**src/rtl/hazard_unit_if.sv**
```systemverilog
`default_nettype none
// ============================================================================
//  Module      : hazard_unit_if
//  Description : ID-stage instruction fields presented to the hazard unit
//                and the stall/forward-select/MDU-busy results it returns.
//  Revision    : 1.0 - initial release
// ============================================================================
interface hazard_unit_if;
    logic       id_valid;
    logic [4:0] id_rs;
    logic [4:0] id_rt;
    logic       id_uses_rs;
    logic       id_uses_rt;
    logic [4:0] id_dest;
    logic       id_reg_write;
    logic       id_mem_read;
    logic       id_is_mdu;
    logic       id_uses_hilo;
    logic       flush;
    logic       stall;
    logic [1:0] fwd_a_sel;
    logic [1:0] fwd_b_sel;
    logic       mdu_busy;

    // Pipeline side: presents the ID instruction, consumes the results.
    modport master (
        output id_valid, id_rs, id_rt, id_uses_rs, id_uses_rt, id_dest,
               id_reg_write, id_mem_read, id_is_mdu, id_uses_hilo, flush,
        input  stall, fwd_a_sel, fwd_b_sel, mdu_busy
    );

    // Hazard unit side.
    modport slave (
        input  id_valid, id_rs, id_rt, id_uses_rs, id_uses_rt, id_dest,
               id_reg_write, id_mem_read, id_is_mdu, id_uses_hilo, flush,
        output stall, fwd_a_sel, fwd_b_sel, mdu_busy
    );
endinterface
`default_nettype wire

```
**src/rtl/hazard_unit.sv**
```systemverilog
`default_nettype none
// ============================================================================
//  Module      : hazard_unit
//  Description : Tracks destination tags through EX/MEM/WB, drives the EX
//                operand forward selects, and stalls ID on load-use and
//                MDU (HI/LO not ready) hazards. MDU_LATENCY legal: 1..15.
//  Revision    : 1.0 - initial release
// ============================================================================
module hazard_unit #(
    parameter int MDU_LATENCY = 4
) (
    input  logic         clk,
    input  logic         rst_n,
    hazard_unit_if.slave bus
);
    typedef struct packed {
        logic       valid;
        logic [4:0] dest;
        logic       reg_write;
        logic       mem_read;
    } tag_t;

    localparam logic [3:0] c_mdu_latency = 4'(MDU_LATENCY);
    localparam tag_t       c_bubble      = '0;

    tag_t       r_ex_tag;
    tag_t       r_mem_tag;
    tag_t       r_wb_tag;
    logic [4:0] r_ex_rs;
    logic [4:0] r_ex_rt;
    logic       r_ex_uses_rs;
    logic       r_ex_uses_rt;
    logic [3:0] r_mdu_cnt;

    logic w_load_use;
    logic w_mdu_hazard;
    logic w_stall;
    logic w_accept;

    // Select for one EX operand: the youngest in-flight writer wins; r0 never forwards.
    function automatic logic [1:0] fwd_sel(input tag_t mem_tag, input tag_t wb_tag,
                                           input logic [4:0] src, input logic uses);
        logic [1:0] sel;
        sel = 2'b00;
        if (uses && src != 5'd0) begin
            if (mem_tag.valid && mem_tag.reg_write && mem_tag.dest == src)
                sel = 2'b01;
            else if (wb_tag.valid && wb_tag.reg_write && wb_tag.dest == src)
                sel = 2'b10;
        end
        return sel;
    endfunction

    // Hazard detection and ID acceptance; flush suppresses any stall.
    always_comb begin
        w_load_use   = r_ex_tag.valid && r_ex_tag.mem_read && (r_ex_tag.dest != 5'd0) &&
                       ((bus.id_uses_rs && bus.id_rs == r_ex_tag.dest) ||
                        (bus.id_uses_rt && bus.id_rt == r_ex_tag.dest));
        w_mdu_hazard = (r_mdu_cnt != 4'd0) && (bus.id_uses_hilo || bus.id_is_mdu);
        w_stall      = bus.id_valid && !bus.flush && (w_load_use || w_mdu_hazard);
        w_accept     = bus.id_valid && !bus.flush && !w_stall;
    end

    // Outputs are derived from registered state (fwd) or current ID inputs (stall).
    always_comb begin
        bus.stall     = w_stall;
        bus.fwd_a_sel = fwd_sel(r_mem_tag, r_wb_tag, r_ex_rs, r_ex_uses_rs);
        bus.fwd_b_sel = fwd_sel(r_mem_tag, r_wb_tag, r_ex_rt, r_ex_uses_rt);
        bus.mdu_busy  = (r_mdu_cnt != 4'd0);
    end

    // Tag pipeline: MEM/WB always advance; EX takes the ID instruction or a bubble.
    always_ff @(posedge clk or negedge rst_n) begin
        if (!rst_n) begin
            r_ex_tag     <= c_bubble;
            r_mem_tag    <= c_bubble;
            r_wb_tag     <= c_bubble;
            r_ex_rs      <= 5'd0;
            r_ex_rt      <= 5'd0;
            r_ex_uses_rs <= 1'b0;
            r_ex_uses_rt <= 1'b0;
        end else begin
            r_wb_tag  <= r_mem_tag;
            r_mem_tag <= r_ex_tag;
            if (w_accept) begin
                r_ex_tag     <= '{valid: 1'b1, dest: bus.id_dest,
                                  reg_write: bus.id_reg_write, mem_read: bus.id_mem_read};
                r_ex_rs      <= bus.id_rs;
                r_ex_rt      <= bus.id_rt;
                r_ex_uses_rs <= bus.id_uses_rs;
                r_ex_uses_rt <= bus.id_uses_rt;
            end else begin
                r_ex_tag     <= c_bubble;
                r_ex_rs      <= 5'd0;
                r_ex_rt      <= 5'd0;
                r_ex_uses_rs <= 1'b0;
                r_ex_uses_rt <= 1'b0;
            end
        end
    end

    // MDU countdown: reload on an accepted mult/div, otherwise count down to zero.
    always_ff @(posedge clk or negedge rst_n) begin
        if (!rst_n)
            r_mdu_cnt <= 4'd0;
        else if (w_accept && bus.id_is_mdu)
            r_mdu_cnt <= c_mdu_latency;
        else if (r_mdu_cnt != 4'd0)
            r_mdu_cnt <= r_mdu_cnt - 4'd1;
    end

    // A load in MEM has no data yet; the load-use stall must keep it from forwarding.
    a_no_load_fwd: assert property (@(posedge clk) disable iff (!rst_n)
        !(r_mem_tag.valid && r_mem_tag.mem_read &&
          (bus.fwd_a_sel == 2'b01 || bus.fwd_b_sel == 2'b01)));

    // Bubbles carry all-zero fields, so an invalid tag is never partially populated.
    a_bubble_clean: assert property (@(posedge clk) disable iff (!rst_n)
        r_wb_tag.valid || (r_wb_tag == c_bubble));
endmodule
`default_nettype wire

```
**src/flat_wrapper.sv**
```systemverilog
// flat-port wrapper written by rule: the top's interface ports become plain ports
module hazard_unit_flat 
#(
    parameter int MDU_LATENCY = 4
)
  (clk, rst_n, bus_id_valid, bus_id_rs, bus_id_rt, bus_id_uses_rs, bus_id_uses_rt, bus_id_dest, bus_id_reg_write, bus_id_mem_read, bus_id_is_mdu, bus_id_uses_hilo, bus_flush, bus_stall, bus_fwd_a_sel, bus_fwd_b_sel, bus_mdu_busy);
  hazard_unit_if bus_i ();
  input  logic clk;
  input  logic rst_n;
  input wire logic [$bits(bus_i.id_valid)-1:0] bus_id_valid;
  input wire logic [$bits(bus_i.id_rs)-1:0] bus_id_rs;
  input wire logic [$bits(bus_i.id_rt)-1:0] bus_id_rt;
  input wire logic [$bits(bus_i.id_uses_rs)-1:0] bus_id_uses_rs;
  input wire logic [$bits(bus_i.id_uses_rt)-1:0] bus_id_uses_rt;
  input wire logic [$bits(bus_i.id_dest)-1:0] bus_id_dest;
  input wire logic [$bits(bus_i.id_reg_write)-1:0] bus_id_reg_write;
  input wire logic [$bits(bus_i.id_mem_read)-1:0] bus_id_mem_read;
  input wire logic [$bits(bus_i.id_is_mdu)-1:0] bus_id_is_mdu;
  input wire logic [$bits(bus_i.id_uses_hilo)-1:0] bus_id_uses_hilo;
  input wire logic [$bits(bus_i.flush)-1:0] bus_flush;
  output wire logic [$bits(bus_i.stall)-1:0] bus_stall;
  output wire logic [$bits(bus_i.fwd_a_sel)-1:0] bus_fwd_a_sel;
  output wire logic [$bits(bus_i.fwd_b_sel)-1:0] bus_fwd_b_sel;
  output wire logic [$bits(bus_i.mdu_busy)-1:0] bus_mdu_busy;
  assign bus_i.id_valid = bus_id_valid;
  assign bus_i.id_rs = bus_id_rs;
  assign bus_i.id_rt = bus_id_rt;
  assign bus_i.id_uses_rs = bus_id_uses_rs;
  assign bus_i.id_uses_rt = bus_id_uses_rt;
  assign bus_i.id_dest = bus_id_dest;
  assign bus_i.id_reg_write = bus_id_reg_write;
  assign bus_i.id_mem_read = bus_id_mem_read;
  assign bus_i.id_is_mdu = bus_id_is_mdu;
  assign bus_i.id_uses_hilo = bus_id_uses_hilo;
  assign bus_i.flush = bus_flush;
  assign bus_stall = bus_i.stall;
  assign bus_fwd_a_sel = bus_i.fwd_a_sel;
  assign bus_fwd_b_sel = bus_i.fwd_b_sel;
  assign bus_mdu_busy = bus_i.mdu_busy;
  hazard_unit #(.MDU_LATENCY(MDU_LATENCY)) u_core (.clk(clk), .rst_n(rst_n), .bus(bus_i));
endmodule
```
**config.mk**
```make
export PLATFORM = sky130hd
export DESIGN_NAME = hazard_unit_flat
export DESIGN_NICKNAME = d
export VERILOG_FILES = /design/src/rtl/hazard_unit_if.sv /design/src/rtl/hazard_unit.sv /design/src/flat_wrapper.sv
export SDC_FILE = /design/constraint.sdc
export NUM_CORES = 1
export LEC_CHECK = 0
export CAP_MARGIN = 10
export CORE_MARGIN = 3
export CORE_UTILIZATION = 55
export DETAILED_ROUTE_END_ITERATION = 10
export MAX_ROUTING_LAYER = met4
export PLACE_DENSITY = 0.8
export RECOVER_POWER = 50
export SLEW_MARGIN = 20
export SYNTH_ARGS = -nofsm -noshare
export SYNTH_HDL_FRONTEND = slang
export SYNTH_SLANG_ARGS = --single-unit
```
**constraint.sdc**
```tcl
create_clock -name clk -period 4 [get_ports clk]
set_input_delay 0.4 -clock clk [delete_from_list [all_inputs] [get_ports clk]]
set_output_delay 0.4 -clock clk [all_outputs]
set_load 0.02 [all_outputs]
```
# Yosys cells after proc, flatten, opt, wreduce, memory -nomap -nowiden

Cells that the tools add are included.

Flip-flop bits (word level): 38
Output and inout bits: 6
Logic and storage cells: 63

Add/subtract/negate cells: 1
Equal/unequal tests: 6
Multiplexer cells: 13
Reduce and logical (&&, ||, !) cells: 28

Operator list:

| operator              | count |
|---|---|
| $eq A5 B5 Y1          | 6 |
| $logic_and A1 B1 Y1   | 18 |
| $reduce_bool A5 Y1    | 3 |
| $mux W2               | 6 |
| $mux W5               | 2 |
| $mux W4               | 2 |
| $mux W8               | 1 |
| $reduce_bool A4 Y1    | 1 |
| $sub A4 B1 Y4 const B | 1 |
| $logic_or A1 B1 Y1    | 3 |
| $logic_not A1 Y1      | 2 |
| $mux W1               | 2 |
| $reduce_bool A2 Y1    | 1 |

# Depth between registers and ports, before layout

Gate-level depths: netlist of the first run.

Word-level depth: 10
Depth in mapped cells: 8
Depth with buffers taken out: 7

# Worst setup path after synthesis of the first run

No wires, ideal clock.

Kind: reg2out
Start: register u_core.r_mdu_cnt[0]
End: output port bus_stall
Arrival time: 1.529 ns
Data required time: 3.600 ns
Setup slack: 2.071 ns
Stages on the path, launching flop included: 8
Path buffers: 0
Path through: dfrtp_1 -> inv_1 -> ha_1 -> nor3b_4 -> inv_1 -> o21ai_1 -> nor3b_1 -> a31o_2

Word-level cells in the longest chain between the ends: 4

RTL lines:

| what                   | RTL line           | source |
|---|---|---|
| from (decl)            | hazard_unit.sv:33  | `logic [3:0] r_mdu_cnt;` |
| from (signal assigned) | hazard_unit.sv:107 | `r_mdu_cnt <= c_mdu_latency;` |
| from (signal assigned) | hazard_unit.sv:109 | `r_mdu_cnt <= r_mdu_cnt - 4'd1;` |
| $reduce_bool A4 Y1     | --                 |  |
| via bus_mdu_busy       | flat_wrapper.sv:24 | `output wire logic [$bits(bus_i.mdu_busy)-1:0] bus_mdu_busy;` |
| $logic_and A1 B1 Y1    | hazard_unit.sv:59  | `w_mdu_hazard = (r_mdu_cnt != 4'd0) && (bus.id_uses_hilo \|\| bus.id_is_mdu);` |
| $logic_or A1 B1 Y1     | hazard_unit.sv:60  | `w_stall = bus.id_valid && !bus.flush && (w_load_use \|\| w_mdu_hazard);` |
| $logic_and A1 B1 Y1    | hazard_unit.sv:60  |  |
| to (decl)              | flat_wrapper.sv:21 | `output wire logic [$bits(bus_i.stall)-1:0] bus_stall;` |

The timed path passes the listed nets, and every way through them passes these cells.

# Worst setup path after layout of the first run

Start: register u_core.r_mdu_cnt[1]
End: output port bus_stall

Word-level cells in the longest chain between the ends: 4

RTL lines:

| what                | RTL line |
|---|---|
| $reduce_bool A4 Y1  | hazard_unit.sv:59 |
| $logic_and A1 B1 Y1 | hazard_unit.sv:59 |
| $logic_or A1 B1 Y1  | hazard_unit.sv:60 |
| $logic_and A1 B1 Y1 | hazard_unit.sv:60 |

Every way passes these cells.

==> results of run 1 <==
## logic make-up after synthesis
logic type | Yosys count | share of synthesized area
and+or+nand+nor | 48 | 0.155
adders and majority gates | 2 | 0.0141
DFF | 38 | 0.537
buffers and inverters | 11 | 0.0276
AOI/OAI and AO/OA | 35 | 0.113
xor gates and xnor gates | 31 | 0.153
## state kept, by name, summed over array words and instances, names as in the netlist
register and cells:
u_core.r_ex_tag 8, u_core.r_mem_tag 7, u_core.r_wb_tag 7, u_core.r_ex_rs 5, u_core.r_ex_rt 5, u_core.r_mdu_cnt 4
u_core.r_ex_uses_rs 1, u_core.r_ex_uses_rt 1
## routing by layer
metal | global-route usage | up-vias
li1 | - | 655
met2 | 0.345 | 54
met4 | 0.0799 | 0
met1 | 0.246 | 639
met5 | - | -
met3 | 0.0450 | 9
## per-stage QoR
step | power [uW] | hold WS, ps | utilization | instances | cell area (sq um)
6_report | 915 | 360 | 0.750 | 241 | 2180
5_1_grt | 978 | 374 | 0.750 | 241 | 2180
4_1_cts | 921 | 364 | 0.752 | 241 | 2180
3_5_place_dp | 712 | 337 | 0.730 | 233 | 2120
3_3_place_gp | 694 | 332 | 0.730 | 233 | 2120
2_1_floorplan | 626 | 104 | - | 165 | 1770
## worst max path at each step
| stage | cells after the start | endpoint | startpoint | slack, ps |
|---|---|---|---|---|
| global route | 9 | bus_stall | u_core.r_mdu_cnt[0] | 760 |
| floorplan | 7 | bus_stall | u_core.r_mdu_cnt[0] | 2070 |
| detailed placement | 9 | bus_stall | u_core.r_mdu_cnt[0] | 1350 |
| finish | 9 | bus_stall | u_core.r_mdu_cnt[1] | 920 |
| global placement | 6 | bus_stall | bus_id_rt[0] | 1420 |
| CTS | 9 | bus_stall | u_core.r_mdu_cnt[1] | 930 |
## synthesized netlist by cell type, drive strengths merged, types with 3 or more instances
cell,number,area [sq um]
inv,3,11.3
o21ai,5,25.0
nand3,22,110
nand2,5,18.8
dfrtp,38,951
a21oi,20,100
buf,6,30.0
xor2,3,26.3
a21o,3,22.5
xnor2,28,245
nor3,3,15.0
nand4,6,37.5
## cell type report
class                   count  area (sq um)  share of cell area
clock buffers               6          51.3              0.0236
clock inverters             2          12.5             0.00575
inverters                   3          11.3             0.00518
multi-input cells         116           771               0.354
flip-flops and latches     38           951               0.437
well taps                  42          52.6              0.0242
repair buffers             34           327               0.150
## layout by cell type, fill, tap and decap left out, types with 4 or more instances in the layout
| cell | Yosys | final |
|---|---|---|
| clkbuf_4 | 0 | 5 |
| xnor2_1 | 28 | 28 |
| nand3_1 | 22 | 22 |
| a21oi_1 | 20 | 20 |
| nand2_1 | 5 | 5 |
| o21ai_0 | 4 | 4 |
| dfrtp_1 | 38 | 38 |
| nand4_1 | 6 | 6 |
| clkdlybuf4s50_1 | 0 | 29 |
## report_power, final
part	switching (uW)	internal, uW	total (uW)
registers	42.3	424	466
clock network	126	84.5	210
logic	118	121	239
total	286	630	915
==> run metrics, run 1 <==
status=finished with violations; violated checks=max-capacitance violations, max-slew violations; Area growth syn-to-layout=22.9%; Initial Utilization=0.610; FP Rows=19; Max H-tree Level=2; fin. max-slew vios=39; worst setup margin=915 ps; Hold Fails Final Rpt=0; met1 WL=1550 um; RSZ-0062 raised after global routing=no; Leakage=0.000945 uW; dpl ws=between 1000 and 1500 ps; critical path class=flip-flop to primary output; antenna-violating nets left=0; Mean Syn Cell Area=10.7 sq um; Pwr per Cell Area=around 420 nW/um^2; Async SR Flop Fraction=1.00; Buf+Inv Stages, Crit Path=4; metal3 WL=~210 um; vias in the first global route=about 1.4k; Hold Buf Count CTS=0; DRC violation total after the first TritonRoute iteration=34; Die Height=between 60 and 70 um; CP Capture Type=primary output; critical path's top delay family=buffers and inverters; fmax=0.324 GHz; grt ovf=0; Synth Cell Area=1770 sq um; WP data required=approximately 3600 ps; R2R depth=4; io pins=31; ANT cells=0; drt via density=5.63; sequential area share after synthesis=0.537; r2r setup slk=2040 ps; die area=slightly below 4000 sq um; Residual DRC=0; Top cell by count, worst path=inv_1; CTS tree=yes; CORE AREA=2900 sq um; Setup violations, final=0; total CTS buffers=5; Worst VDD drop=0.382 mV; crit start category=flip-flop; slew of the pin with the lowest slew margin=1890 ps; CTS Sinks=38; Worst Hold End=u_core.r_mem_tag[1]; # resized after CTS=0; Tcrit/Tclk final=0.771; met2 routed WL=~1800 um; main flop type after synthesis=dfrtp_1; CP arrival=2680 ps; largest net degree at the start of global routing=39; Critical Path, Cell by Cell=inv_1 > ha_1 > nor3b_4 > inv_1 > o21ai_1 > buf_4 > nor3b_1 > a31o_2 > clkdlybuf4s50_1; Max Cap Violations=1; max_slew headroom=-0.260; syn nets=192; dpl hpwl=2740 um; setup TNS=0 ps; EDFF count, synth=0; Routed wire per std cell=15.0 um; Clock transition at path regs=between 100 and 150 ps; Total Wirelength=3620 um; YS warnings=0; R2R Path Start=u_core.r_ex_tag[3]; postcts setup bufs=0; GRT Resource Usage Total=0.207; drt pass-1 iters=5; Mapped Cells=165; max incr delay on CP=530 ps; Die W=62.7 um; layout cell share with drive strength beyond 1=0.0653; root cell of the clock tree=clkbuf_4; CP max stage cell=clkdlybuf4s50_1; Hold Path Origin=u_core.r_ex_tag[1]; Cells on Worst Hold Path=0; Worst R2R End=u_core.r_mdu_cnt[1]; nets=225; Max Root-Sink Buffers=2; #FFs+latches synth=38; vias=1357; crit-path max FO=21; crit path time final=3080 ps; worst skew pair latency=approximately 350 ps; initial antenna violation count=0; Worst Clk Skew=9.90 ps; IO Port Bufs=30; Hold WC Path Type=flip-flop to flip-flop; fillers=between 200 and 250; top routing layer in use=met4; post-synthesis cell type count=28; first-pass GRT wire length=6140 um; Routability Congestion=0.826
(Power assumes the default switching activity.)
==> inputs of run 2 (changes only) <==
Settings changed: CORE_UTILIZATION 55 to 52, PLACE_DENSITY 0.8 to 0.76.
Clock period 4 ns to 2.96 ns, I/O delays scaled along.
==> run 2 against run 1 <==
  * Critical path depth decreased by 1
  * Die area rose by 5.2%
  * Worst setup slack worse by 640 ps
  * Core utilization shrank 4.2 points
  * Sequential power grew 35%
  * Non-clock buffer count is 1 higher
  * Register-to-register slack worse by 940 ps
  * Clock-buffer cell count unchanged
  * Via count up 0.15%
  * The flow still finishes with violations (max-capacitance violations, max-slew violations)
  * Hold slack better by 6.6 ps
  * Wire length is 0.28% lower
==> run metrics, run 2 (synthesis gave the netlist of run 1 again) <==
max_slew headroom=-0.284; Pwr per Cell Area=roughly 630 nW/um^2; grt ovf=0; Clock transition at path regs=110 ps; fillers=250; setup TNS=0 ps; violated checks=max-capacitance violations, max-slew violations; CP arrival=between 2000 and 2500 ps; DRC violation total after the first TritonRoute iteration=56; Hold Buf Count CTS=0; CORE AREA=3150 sq um; layout cell share with drive strength beyond 1=0.0700; fin. max-slew vios=39; total CTS buffers=5; antenna-violating nets left=0; Routability Congestion=0.900; Die W=64.4 um; Setup violations, final=0; RSZ-0062 raised after global routing=no; crit path time final=2680 ps; CTS Sinks=38; FP Rows=20; largest net degree at the start of global routing=39; crit start category=flip-flop; final hold slack=around 370 ps; Hold Fails Final Rpt=0; Die Height=64.4 um; # resized after CTS=0; Worst VDD drop=0.440 mV; Total Wirelength=3610 um; Top reg by flops=u_core.r_ex_tag; most frequent cells in the layout=38 x dfrtp_1, 29 x clkdlybuf4s50_1, 28 x xnor2_1, 22 x nand3_1, 20 x a21oi_1; dpl hpwl=2760 um; root cell of the clock tree=clkbuf_4; Max Root-Sink Buffers=2; Hold WC Path Type=flip-flop to flip-flop; WP data required=2660 ps; Max H-tree Level=2; worst setup margin=280 ps; fmax=around 0.37 GHz; CTS tree=yes; Routed wire per std cell=14.8 um; Tcrit/Tclk final=0.906; Initial Utilization=0.562; Top Registers=u_core.r_ex_tag x8, u_core.r_mem_tag x7, u_core.r_wb_tag x7; postcts setup bufs=0; vias in the first global route=around 1.4k; drt via density=5.57; vias=1359; slew of the pin with the lowest slew margin=1930 ps; max reg flops=8; critical path class=flip-flop to primary output; crit-path max FO=9; Worst Clk Skew=2.97 ps; initial antenna violation count=0; drt pass-1 iters=4; io pins=31; Residual DRC=0; placed insts=236; Max Cap Violations=1; die area=4140 sq um; Layout Cells excl Fill=244; Area growth syn-to-layout=26.1%; dpl ws=616 ps; worst skew pair latency=between 300 and 400 ps; Leakage=just under 0.001 uW; IO Port Bufs=30; status=finished with violations; GRT Resource Usage Total=0.206; ANT cells=0; first-pass GRT wire length=6270 um; area of the multi-input gates=771 sq um; nets=226; most common cell after layout, fill and taps aside=dfrtp_1; CP Capture Type=primary output; FF+latch area=roughly 950 sq um
==> run 2: changes by cell type in the layout (fill, tap and decap cells not counted) <==
cell        delta
buf_4          +1
clkinv_2       -1
bufinv_16      +2
clkinvlp_4     -1
==> run 2: stage by stage <==
step / instance area (sq um) / total power, uW / utilization
after floorplan: 1770 / 846 / -
after global placement: 2130 / 937 / 0.674
after detailed placement: 2130 / 962 / 0.674
after CTS: 2240 / 1420 / 0.710
after global routing: 2230 / 1500 / 0.708
final: 2230 / 1410 / 0.708
==> run 2: report_power, final <==
part | switching [uW] | internal, uW
combinational | 158 | 162
clock | 170 | 286
sequential | 56.2 | 573
==> run 2: cell type report <==
class | count | share of cell area
Sequential cell | 38 | 0.426
Multi-Input combinational cell | 116 | 0.345
Timing Repair Buffer | 35 | 0.150
Clock inverter | 2 | 0.0269
Tap cell | 44 | 0.0246
Clock buffer | 6 | 0.0230
Inverter | 3 | 0.00504
==> run 2: final timing paths <==
kind                                startpoint  slack (ps)  cells after the start             endpoint
max                        u_core.r_mdu_cnt[0]         280                      8            bus_stall
min                         u_core.r_ex_tag[1]         370                      0  u_core.r_mem_tag[1]
max reg2reg                 u_core.r_ex_tag[3]        1100                      5  u_core.r_mdu_cnt[1]
min reg2reg                 u_core.r_ex_tag[1]         370                      0  u_core.r_mem_tag[1]
max in group asynchronous                rst_n         850                      2  u_core.r_mem_tag[1]
min in group asynchronous                rst_n        1020                      2   u_core.r_wb_tag[5]
==> run 2: worst max-delay path, cell delays in order, from the launching register on <==
cell             delay [ps]
dfrtp_1                 440
inv_1                    90
ha_1                    160
nor3b_4                 330
inv_1                    90
o21ai_1                 110
nor3b_1                  80
a31o_2                  210
clkdlybuf4s50_1         530
==> run 2: metal layers <==
metal | GRT usage | up-vias | wire length (um)
met4 | 0.0976 | 0 | 95
met2 | 0.332 | 50 | 1810
met1 | 0.251 | 647 | 1520
met5 | - | - | 0
li1 | - | 652 | -
met3 | 0.0387 | 10 | 192
